===== src/rtl/uart_pkg.sv =====
// Shared definitions for the UART transmit path: parity modes, FSM encoding, sizing helper.
// Latency: n/a (package only).
// Backpressure: n/a (package only).
package uart_pkg;

    localparam int PARITY_NONE = 0;
    localparam int PARITY_ODD  = 1;
    localparam int PARITY_EVEN = 2;

    // 50 MHz system clock / 115200 baud, rounded.
    localparam int CLKS_PER_BIT_115200 = 434;

    typedef enum logic [2:0] {
        ST_IDLE   = 3'd0,
        ST_START  = 3'd1,
        ST_DATA   = 3'd2,
        ST_PARITY = 3'd3,
        ST_STOP   = 3'd4
    } tx_state_e;

    // Ceiling log2; clog2(1) = 0. Loop bound keeps 1<<i positive.
    function automatic int clog2(input int value);
        int r;
        r = 0;
        for (int i = 0; i < 31; i++) begin
            if ((1 << i) < value) r = i + 1;
        end
        return r;
    endfunction

endpackage


===== src/rtl/uart_tx_fifo.sv =====
// Circular-buffer FIFO queueing words for the UART transmitter.
// Latency: a push is visible on dout/empty the edge after it is written.
// Backpressure: push while full and pop while empty are ignored; no overwrite.
// Ports: clk/rst_n; push+din write side; pop+dout read side (dout is the head word);
//        full/empty flags and count of stored words.
module uart_tx_fifo
    import uart_pkg::*;
#(
    parameter int WIDTH = 8,
    parameter int DEPTH = 4
) (
    input  logic                    clk,
    input  logic                    rst_n,
    input  logic                    push,
    input  logic                    pop,
    input  logic [WIDTH-1:0]        din,
    output logic [WIDTH-1:0]        dout,
    output logic                    full,
    output logic                    empty,
    output logic [clog2(DEPTH):0]   count
);

    localparam int AW = clog2(DEPTH);
    localparam int CW = AW + 1;

    logic [WIDTH-1:0] mem_q [DEPTH];
    logic [AW-1:0]    wr_ptr_q;
    logic [AW-1:0]    rd_ptr_q;
    logic [CW-1:0]    count_q;
    logic             do_push;
    logic             do_pop;

    assign full    = (count_q == CW'(DEPTH));
    assign empty   = (count_q == '0);
    assign do_push = push && !full;
    assign do_pop  = pop && !empty;
    assign dout    = mem_q[rd_ptr_q];
    assign count   = count_q;

    // Storage needs no reset: the pointers and count define what is valid.
    always_ff @(posedge clk) begin
        if (do_push) mem_q[wr_ptr_q] <= din;
    end

    // DEPTH is a power of two, so pointers wrap naturally at AW bits.
    always_ff @(posedge clk or negedge rst_n) begin
        if (!rst_n) begin
            wr_ptr_q <= '0;
            rd_ptr_q <= '0;
            count_q  <= '0;
        end else begin
            if (do_push) wr_ptr_q <= wr_ptr_q + 1'b1;
            if (do_pop)  rd_ptr_q <= rd_ptr_q + 1'b1;
            case ({do_push, do_pop})
                2'b10:   count_q <= count_q + 1'b1;
                2'b01:   count_q <= count_q - 1'b1;
                default: count_q <= count_q;
            endcase
        end
    end

endmodule


===== src/rtl/uart_tx_param.sv =====
// Parametrised UART transmitter (baud, data bits, parity, stop bits) fed by a small FIFO.
// Latency: word accepted at edge N drives the start bit from edge N+2; queued frames follow with no gap.
// Backpressure: TX_READY is a registered !full; TX_VALID while TX_READY is low is ignored.
// Ports: CLOCK/RESET_N; TX_VALID/TX_DATA/TX_READY upstream handshake; O_TX_SERIAL line (idle high);
//        O_TX_BUSY frame in progress; O_TX_DONE last-clock pulse; FIFO_COUNT words waiting.
module uart_tx_param
    import uart_pkg::*;
#(
    parameter int CLKS_PER_BIT = CLKS_PER_BIT_115200,
    parameter int DATA_BITS    = 8,
    parameter int PARITY_MODE  = PARITY_NONE,
    parameter int STOP_BITS    = 1,
    parameter int FIFO_DEPTH   = 4
) (
    input  logic                         CLOCK,
    input  logic                         RESET_N,
    input  logic                         TX_VALID,
    input  logic [DATA_BITS-1:0]         TX_DATA,
    output logic                         TX_READY,
    output logic                         O_TX_SERIAL,
    output logic                         O_TX_BUSY,
    output logic                         O_TX_DONE,
    output logic [clog2(FIFO_DEPTH):0]   FIFO_COUNT
);

    localparam int BAUD_W = clog2(CLKS_PER_BIT);
    localparam int BIT_W  = clog2(DATA_BITS + 1);
    localparam int CNT_W  = clog2(FIFO_DEPTH) + 1;

    if (CLKS_PER_BIT < 2 || CLKS_PER_BIT > 65535 ||
        DATA_BITS < 5 || DATA_BITS > 9 ||
        PARITY_MODE < 0 || PARITY_MODE > 2 ||
        STOP_BITS < 1 || STOP_BITS > 2 ||
        FIFO_DEPTH < 2 || FIFO_DEPTH > 64 ||
        (FIFO_DEPTH & (FIFO_DEPTH - 1)) != 0) begin : g_bad_params
        $error("uart_tx_param: illegal parameter combination");
    end

    tx_state_e             state_q, state_d;
    logic [BAUD_W-1:0]     baud_q, baud_d;
    logic [BIT_W-1:0]      bit_q, bit_d;
    logic [DATA_BITS-1:0]  shift_q, shift_d;
    logic                  par_q, par_d;
    logic                  serial_q, serial_d;
    logic                  busy_q, done_q, ready_q;

    logic                  fifo_push, fifo_pop, fifo_full, fifo_empty;
    logic [DATA_BITS-1:0]  fifo_dout;
    logic [CNT_W-1:0]      fifo_count, fifo_count_nxt;
    logic                  baud_last, frame_end, load;

    assign fifo_push = TX_VALID && ready_q && !fifo_full;

    uart_tx_fifo #(
        .WIDTH (DATA_BITS),
        .DEPTH (FIFO_DEPTH)
    ) u_fifo (
        .clk   (CLOCK),
        .rst_n (RESET_N),
        .push  (fifo_push),
        .pop   (fifo_pop),
        .din   (TX_DATA),
        .dout  (fifo_dout),
        .full  (fifo_full),
        .empty (fifo_empty),
        .count (fifo_count)
    );

    // Occupancy after this edge; lets TX_READY be a register yet still drop the
    // cycle right after the accept that fills the FIFO.
    always_comb begin
        fifo_count_nxt = fifo_count;
        if (fifo_push && !fifo_pop)      fifo_count_nxt = fifo_count + 1'b1;
        else if (fifo_pop && !fifo_push) fifo_count_nxt = fifo_count - 1'b1;
    end

    assign baud_last = (baud_q == BAUD_W'(CLKS_PER_BIT - 1));

    always_comb begin
        state_d   = state_q;
        baud_d    = baud_q;
        bit_d     = bit_q;
        shift_d   = shift_q;
        par_d     = par_q;
        frame_end = 1'b0;
        load      = 1'b0;
        case (state_q)
            ST_IDLE: begin
                if (!fifo_empty) load = 1'b1;
            end
            ST_START: begin
                if (baud_last) begin
                    baud_d  = '0;
                    bit_d   = '0;
                    state_d = ST_DATA;
                end else begin
                    baud_d = baud_q + 1'b1;
                end
            end
            ST_DATA: begin
                if (baud_last) begin
                    baud_d  = '0;
                    shift_d = shift_q >> 1;
                    if (bit_q == BIT_W'(DATA_BITS - 1)) begin
                        bit_d   = '0;
                        state_d = (PARITY_MODE != PARITY_NONE) ? ST_PARITY : ST_STOP;
                    end else begin
                        bit_d = bit_q + 1'b1;
                    end
                end else begin
                    baud_d = baud_q + 1'b1;
                end
            end
            ST_PARITY: begin
                if (baud_last) begin
                    baud_d  = '0;
                    bit_d   = '0;
                    state_d = ST_STOP;
                end else begin
                    baud_d = baud_q + 1'b1;
                end
            end
            ST_STOP: begin
                // bit_q counts stop bits here.
                if (baud_last) begin
                    baud_d = '0;
                    if (bit_q == BIT_W'(STOP_BITS - 1)) begin
                        frame_end = 1'b1;
                        bit_d     = '0;
                        if (!fifo_empty) load = 1'b1;
                        else             state_d = ST_IDLE;
                    end else begin
                        bit_d = bit_q + 1'b1;
                    end
                end else begin
                    baud_d = baud_q + 1'b1;
                end
            end
            default: state_d = ST_IDLE;
        endcase
        // Pop and start a frame, either from IDLE or straight out of the last stop bit.
        if (load) begin
            shift_d = fifo_dout;
            par_d   = (PARITY_MODE == PARITY_ODD) ? ~^fifo_dout : ^fifo_dout;
            bit_d   = '0;
            baud_d  = '0;
            state_d = ST_START;
        end
    end

    assign fifo_pop = load;

    // Line level decoded from the current state and registered once more, so every
    // output lags the FSM by one clock uniformly.
    always_comb begin
        serial_d = 1'b1;
        case (state_q)
            ST_START:  serial_d = 1'b0;
            ST_DATA:   serial_d = shift_q[0];
            ST_PARITY: serial_d = par_q;
            default:   serial_d = 1'b1;
        endcase
    end

    always_ff @(posedge CLOCK or negedge RESET_N) begin
        if (!RESET_N) begin
            state_q  <= ST_IDLE;
            baud_q   <= '0;
            bit_q    <= '0;
            shift_q  <= '0;
            par_q    <= 1'b0;
            serial_q <= 1'b1;
            busy_q   <= 1'b0;
            done_q   <= 1'b0;
            ready_q  <= 1'b0;
        end else begin
            state_q  <= state_d;
            baud_q   <= baud_d;
            bit_q    <= bit_d;
            shift_q  <= shift_d;
            par_q    <= par_d;
            serial_q <= serial_d;
            busy_q   <= (state_q != ST_IDLE);
            done_q   <= frame_end;
            ready_q  <= (fifo_count_nxt != CNT_W'(FIFO_DEPTH));
        end
    end

    assign TX_READY    = ready_q;
    assign O_TX_SERIAL = serial_q;
    assign O_TX_BUSY   = busy_q;
    assign O_TX_DONE   = done_q;
    assign FIFO_COUNT  = fifo_count;

endmodule


===== config.mk =====
export PLATFORM = sky130hd
export DESIGN_NAME = uart_tx_param
export DESIGN_NICKNAME = d
export VERILOG_FILES = /design/src/rtl/uart_pkg.sv /design/src/rtl/uart_tx_fifo.sv /design/src/rtl/uart_tx_param.sv
export SDC_FILE = /design/constraint.sdc
export NUM_CORES = 1
export LEC_CHECK = 0
export BUFFER_PORTS_ARGS = -buffer_cell sky130_fd_sc_hd__buf_4
export CAP_MARGIN = 30
export CORE_AREA = 2 2 72 101
export CTS_CLUSTER_DIAMETER = 50
export DETAILED_ROUTE_END_ITERATION = 10
export DIE_AREA = 0 0 74 103
export GPL_TIMING_DRIVEN = 0
export PLACE_DENSITY_LB_ADDON = 0.05
export SLEW_MARGIN = 20
export SYNTH_ARGS = -nofsm -noshare
export SYNTH_HDL_FRONTEND = slang
export SYNTH_SLANG_ARGS = --single-unit

===== constraint.sdc =====
create_clock -name CLOCK -period 4.5 [get_ports CLOCK]
set_clock_uncertainty 0.2 [all_clocks]
set_input_delay 0.9 -clock CLOCK [delete_from_list [all_inputs] [get_ports CLOCK]]
set_output_delay 0.9 -clock CLOCK [all_outputs]
set_load 0.005 [all_outputs]

==> results of run 1 <==
[placed cells by master (no fill, tap or decap), drive strengths merged, types with 11 or more instances in the layout]
master,instances
dfrtp,35
o21ai,21
nor2,12
xnor2,12
nand2,29
edfxtp,32
clkbuf,11
inv,13
ha,12
buf,26
[sequential cells by signal (all words and copies together), names as in the netlist]
name,count
state_q,3
u_fifo.rd_ptr_q,2
baud_q,9
TX_READY,1
shift_q,8
O_TX_DONE,1
O_TX_SERIAL,1
u_fifo.wr_ptr_q,2
O_TX_BUSY,1
par_q,1
u_fifo.mem_q,32
u_fifo.count,3
bit_q,4
[layer usage]
metal	vias up	track usage	share of wire
met1	992	0.203	0.42
met5	-	0	0
li1	990	-	-
met2	24	0.293	0.53
met3	11	0.0293	0.018
met4	0	0.0965	0.028
[area by class of cell]
class                      instances  area share
buffer                            11      0.0177
tap                               95      0.0324
inverter                          11      0.0112
multi-input combinational        168       0.349
clock buffer                       9      0.0337
clock inverter                     7      0.0140
sequential                        68       0.507
timing repair buffer              17      0.0347
[where the power goes]
group,internal [mW],switching [mW],leakage (nW)
logic,0.376,0.410,0.674
clock network,0.202,0.247,0.0860
registers,0.820,0.102,0.741
total,1.40,0.759,1.50
[worst max-delay path by stage]
stage | slack, ns | depth (start not counted) | to
after global routing | 1.20 | 12 | u_fifo.count[2]
after global placement | 1.47 | 12 | u_fifo.count[2]
after CTS | 1.46 | 12 | u_fifo.count[2]
after floorplan | 1.95 | 12 | u_fifo.count[2]
final | 1.47 | 12 | u_fifo.count[2]
after detailed placement | 1.47 | 12 | u_fifo.count[2]
[worst register-to-register path: stages, from the launching register on]
cell,delay [ns]
dfrtp_1,0.40
inv_1,0.12
ha_1,0.17
nor3b_1,0.37
a31o_2,0.29
nand2_2,0.15
inv_2,0.14
buf_4,0.20
buf_2,0.25
ha_1,0.23
mux2i_1,0.19
nor2_1,0.06
xor2_1,0.14
[kinds of logic (layout without fill, tap and decap cells)]
kind of cell / count (synthesis) / in the layout / synth area share
fa+ha+maj: 12 / 12 / 0.0462
buf+inv: 22 / 55 / 0.0327
xor+xnor: 20 / 20 / 0.0539
mux: 16 / 16 / 0.0800
simple gates: 82 / 82 / 0.136
compound gates: 38 / 38 / 0.0781
flops: 68 / 68 / 0.573
[metrics by stage]
step / instance area, um^2 / hold slack [ns]
4_1_cts: 3670 / 0.289
3_5_place_dp: 3500 / 0.271
3_3_place_gp: 3500 / 0.264
5_1_grt: 3670 / 0.329
2_1_floorplan: 3250 / 0.250
6_report: 3670 / 0.286
==> impl_metrics.py, run 1 <==
metrics = {
    "run_status": {
        "outcome": "finished clean",
    },
    "critical_path": {
        "rr_endpoint": "u_fifo.count[2]",
        "crit_fanout": 10,
        "required_ns": 4.53,
        "path_class": "reg2reg",
        "worstSetupStartpoint": "bit_q[0]",
        "crit_path_max_incr_delay_ns": 0.40,
        "reg2reg_depth": 12,
        "start_kind": "flop",
        "reg2reg_slack_ns": 1.47,
        "arrival_ns": 3.06,
        "endpoint_kind": "flop",
        "path_cells": "inv_1 -> ha_1 -> nor3b_1 -> a31o_2 -> nand2_2 -> inv_2 -> buf_4 -> buf_2 -> ha_1 -> mux2i_1 -> nor2_1 -> xor2_1",
        "critPathBufInv": 4,
        "crit_family": "buffers and inverters",
        "rr_startpoint": "bit_q[0]",
        "cp_slowest_cell": "dfrtp_1",
        "crit_path_frequent_cell": "ha_1",
    },
    "synthesis": {
        "ys_top_cells_by_count": "35 x dfrtp_1, 32 x edfxtp_1, 28 x nand2_1, 18 x o21ai_0",
        "postSynth.asyncResetShare": 0.529,
        "synth_top_area_share": 0.295,
        "netlist_area_um2": 3250,
        "yosysTopAreaCell": "edfxtp_1",
        "synth_edf_count": 32,
        "postSynthCellCount": 258,
        "ys_seq_area_frac": 0.573,
        "synth_area_leaders": "edfxtp_1 30%, dfrtp_1 27%, mux4_2 5.5%, ha_1 4.6%, nand2_1 3.2%",
        "post-synth-top-count-cell": "dfrtp_1",
        "ys.flop_type": "dfrtp_1",
        "yosys_warnings": 0,
        "syn_nets": 281,
        "synth.avg_cell_area_um2": 12.6,
        "yosysUniqueCellTypes": 53,
        "ys_seq_elements": 68,
    },
    "timing": {
        "fin_tns_setup_ns": 0,
        "setup_slack_ns": 1.47,
        "period_share": 0.674,
        "hold_violations": 0,
        "worst_slew_pin_slew_ns": 0.562,
        "rsz0062_at_grt": "false",
        "setup_viol": 0,
        "slew_violations": 0,
        "min_period_ns": 3.03,
        "maxSlewHeadroom": 0.623,
        "fmax_mhz": 330,
    },
    "placed_design": {
        "dp_cells": 370,
        "io_buffers": 17,
        "place.gp.congestion": 0.797,
        "dp_slack_ns": 1.47,
        "dpl.hpwl_um": 4030,
    },
    "final_layout": {
        "seq_area_um2": 1860,
        "syn_to_final_growth_pct": 13.0,
        "fin_cells": 386,
        "drive_above_1_share": 0.206,
        "fin_util": 0.540,
        "multi_input_area_um2": 1280,
        "nets": 309,
        "nFillCells": 607,
        "n_antenna_cell": 0,
    },
    "min_path": {
        "hold_path.class": "reg2reg",
        "min_to": "par_q",
        "whs_path_depth": 2,
        "hp-start": "par_q",
    },
    "routing": {
        "dr_total_vias": 2017,
        "drtIter0Drc": 43,
        "wl_per_cell_um": 14.9,
        "routed_wl_um": 5760,
        "viasPerCell": 5.23,
        "drt_drc_violations_left": 0,
        "drtAntennaViolNets": 0,
        "first_pass_iters": 5,
    },
    "power_and_ir_drop": {
        "power_mw": 2.16,
        "powerDensity_nw_per_um2": 587,
        "ir_drop_mv": 0.378,
        "p_leak_nw": 1.50,
    },
    "die": {
        "dieHeight_um": 103,
        "die_w_um": 74,
        "start_util": 0.478,
        "rows": 36,
        "core_um2": 6800,
        "ios": 18,
        "die_area_um2": 7620,
    },
    "clock_network": {
        "cts_tree": "done",
        "clockRootBuffer": "clkbuf_8",
        "postCtsHoldBufs": 0,
        "clk_latency_ns": 0.34,
        "cts_resized": 0,
        "cts-htree-levels": 3,
        "post_cts_buffers": 0,
        "cts.clk_slew.worst_paths_ns": 0.08,
        "cts_sinks": 68,
        "cts_buffers": 9,
        "cts.path.max_buffers": 2,
    },
    "grt": {
        "grt_max_degree": 37,
        "grt_pass1_vias": 2040,
        "grt_pass1_wl_um": 9700,
        "track_usage": 0.172,
        "antenna_found_initial": 0,
        "grt.overflow.total": 0,
    },
    "flow_run": {
        "maxCapViolCount": 0,
    },
}
Note: power is estimated with default switching activity, not from simulation.
==> run 2, diff against run 1 <==
Clock period 4.5 ns to 3.2 ns, I/O delays scaled along.
==> run 2 against run 1 <==
  * Design area grew 0.14%
  * Sequential share of layout area down 0.069 points
  * Largest power group unchanged
  * Clock power rose by 41%
  * Non-clock buffer count unchanged
  * Sequential cell count unchanged
  * Critical path depth unchanged
  * Die area unchanged
  * Final cell count stayed put
  * Combinational power rose by 41%
  * Register-to-register slack worse by 1.2 ns
  * Fmax is 5.1% higher
==> impl_metrics.py, run 2 (synthesis results as in run 1) <==
metrics = {
    "grt": {
        "grt_max_degree": 37,
        "grt.overflow.total": 0,
        "track_usage": 0.172,
        "grt_pass1_vias": 2040,
        "grt_pass1_wl_um": 9700,
        "antenna_found_initial": 0,
    },
    "die": {
        "start_util": 0.478,
        "dieHeight_um": 103,
        "die_w_um": 74,
        "ios": 18,
        "core_um2": 6800,
        "rows": 36,
        "die_area_um2": 7620,
    },
    "critical_path": {
        "endpoint_kind": "flop",
        "crit_path_frequent_cell": "ha_1",
        "crit_path_max_incr_delay_ns": 0.40,
        "cp_slowest_cell": "dfrtp_1",
        "crit_family": "buffers and inverters",
        "path_cells": "inv_1 -> ha_1 -> nor3b_2 -> a31o_2 -> nand2_2 -> inv_2 -> buf_4 -> buf_2 -> ha_1 -> mux2i_1 -> nor2_1 -> xor2_1",
        "start_kind": "flop",
        "required_ns": 3.23,
        "worstSetupStartpoint": "bit_q[0]",
        "rr_startpoint": "bit_q[0]",
        "crit_fanout": 10,
        "path_class": "reg2reg",
        "arrival_ns": 2.91,
        "critPathBufInv": 4,
    },
    "clock_network": {
        "cts_tree": "done",
        "cts_buffers": 9,
        "clockRootBuffer": "clkbuf_8",
        "cts.path.max_buffers": 2,
        "cts-htree-levels": 3,
        "postCtsHoldBufs": 0,
        "cts_sinks": 68,
        "clk_latency_ns": 0.34,
        "cts.clk_slew.worst_paths_ns": 0.08,
    },
    "timing": {
        "setup_slack_ns": 0.315,
        "fin_tns_setup_ns": 0,
        "fmax_mhz": 347,
        "slew_violations": 0,
        "rsz0062_at_grt": "false",
        "min_period_ns": 2.89,
        "period_share": 0.902,
        "hold_violations": 0,
        "worst_slew_pin_slew_ns": 0.558,
        "setup_viol": 0,
        "maxSlewHeadroom": 0.625,
    },
    "placed_design": {
        "place.gp.congestion": 0.797,
        "io_buffers": 17,
        "dpl.hpwl_um": 4030,
        "dp_slack_ns": 0.174,
        "place_area_um2": 3500,
    },
    "min_path": {
        "hold_path.class": "in2async",
    },
    "run_status": {
        "outcome": "finished clean",
    },
    "routing": {
        "wl_per_cell_um": 14.9,
        "drtIter0Drc": 43,
        "first_pass_iters": 4,
        "drtAntennaViolNets": 0,
        "routed_wl_um": 5750,
        "dr_total_vias": 2019,
        "viasPerCell": 5.23,
        "drt_drc_violations_left": 0,
    },
    "final_layout": {
        "top_register": "u_fifo.mem_q",
        "largest_register_ffs": 32,
        "syn_to_final_growth_pct": 13.1,
        "fin_util": 0.541,
        "drive_above_1_share": 0.210,
        "final_cell_mix": "35 x dfrtp_1, 32 x edfxtp_1, 28 x nand2_1",
        "design_area_um2": 3680,
        "nets": 309,
        "n_antenna_cell": 0,
        "layout.cells.most_common": "dfrtp_1",
        "reg_top3": "u_fifo.mem_q (32), baud_q (9), shift_q (8)",
    },
    "flow_run": {
        "maxCapViolCount": 0,
    },
    "power_and_ir_drop": {
        "p_leak_nw": 1.50,
        "ir_drop_mv": 0.531,
        "powerDensity_nw_per_um2": 825,
    },
}
## run 2: power breakdown
group	total [mW]	internal, mW	switching, mW	leakage, nW
clock network	0.631	0.285	0.347	0.0860
logic	1.11	0.531	0.575	0.677
registers	1.30	1.15	0.143	0.741
total	3.03	1.97	1.07	1.50
## run 2: final cells by class
type / instances / area [um^2]
Buffer: 11 / 65.1
Clock buffer: 9 / 124
Clock inverter: 7 / 51.3
Fill cell: 606 / 3120
Inverter: 11 / 41.3
Multi-Input combinational cell: 168 / 1290
Sequential cell: 68 / 1860
Tap cell: 95 / 119
Timing Repair Buffer: 17 / 128
## run 2: layer usage
layer	up-vias	routed length, um	GRT usage
li1	992	-	-
met1	993	2430	0.203
met2	23	3060	0.293
met3	11	105	0.0293
met4	0	162	0.0965
met5	-	0	0
## run 2: worst reg2reg max path, delay by kind of cell (launching register included)
kind	cells	cell delay, ns
buf+inv	4	0.70
simple gates	3	0.46
flops	1	0.40
fa+ha+maj	2	0.40
compound gates	1	0.27
mux	1	0.19
xor+xnor	1	0.14
## run 2: metrics by stage
stage	hold slack [ns]	cells	power (mW)
after global routing	0.0817	386	3.28
after floorplan	0.144	258	2.15
after detailed placement	0.271	370	2.45
after global placement	0.264	370	2.44
after CTS	0.0555	386	3.09
final	0.0361	386	3.03
## run 2: final timing paths
kind	end	slack (ns)	depth (start not counted)
min in group CLOCK	par_q	0.28	2
hold reg to reg	par_q	0.28	2
max in group asynchronous	O_TX_SERIAL	2.39	1
hold / removal	bit_q[0]	0.04	1
setup / recovery	u_fifo.count[2]	0.31	12
setup reg to reg	u_fifo.count[2]	0.31	12
## run 2: what timing repair did
item                                    4_1_cts  5_1_grt
resized for setup                             0        1
hold endpoints to repair                      0        0
endpoints found under the setup margin        0        1
setup buffers                                 0        0
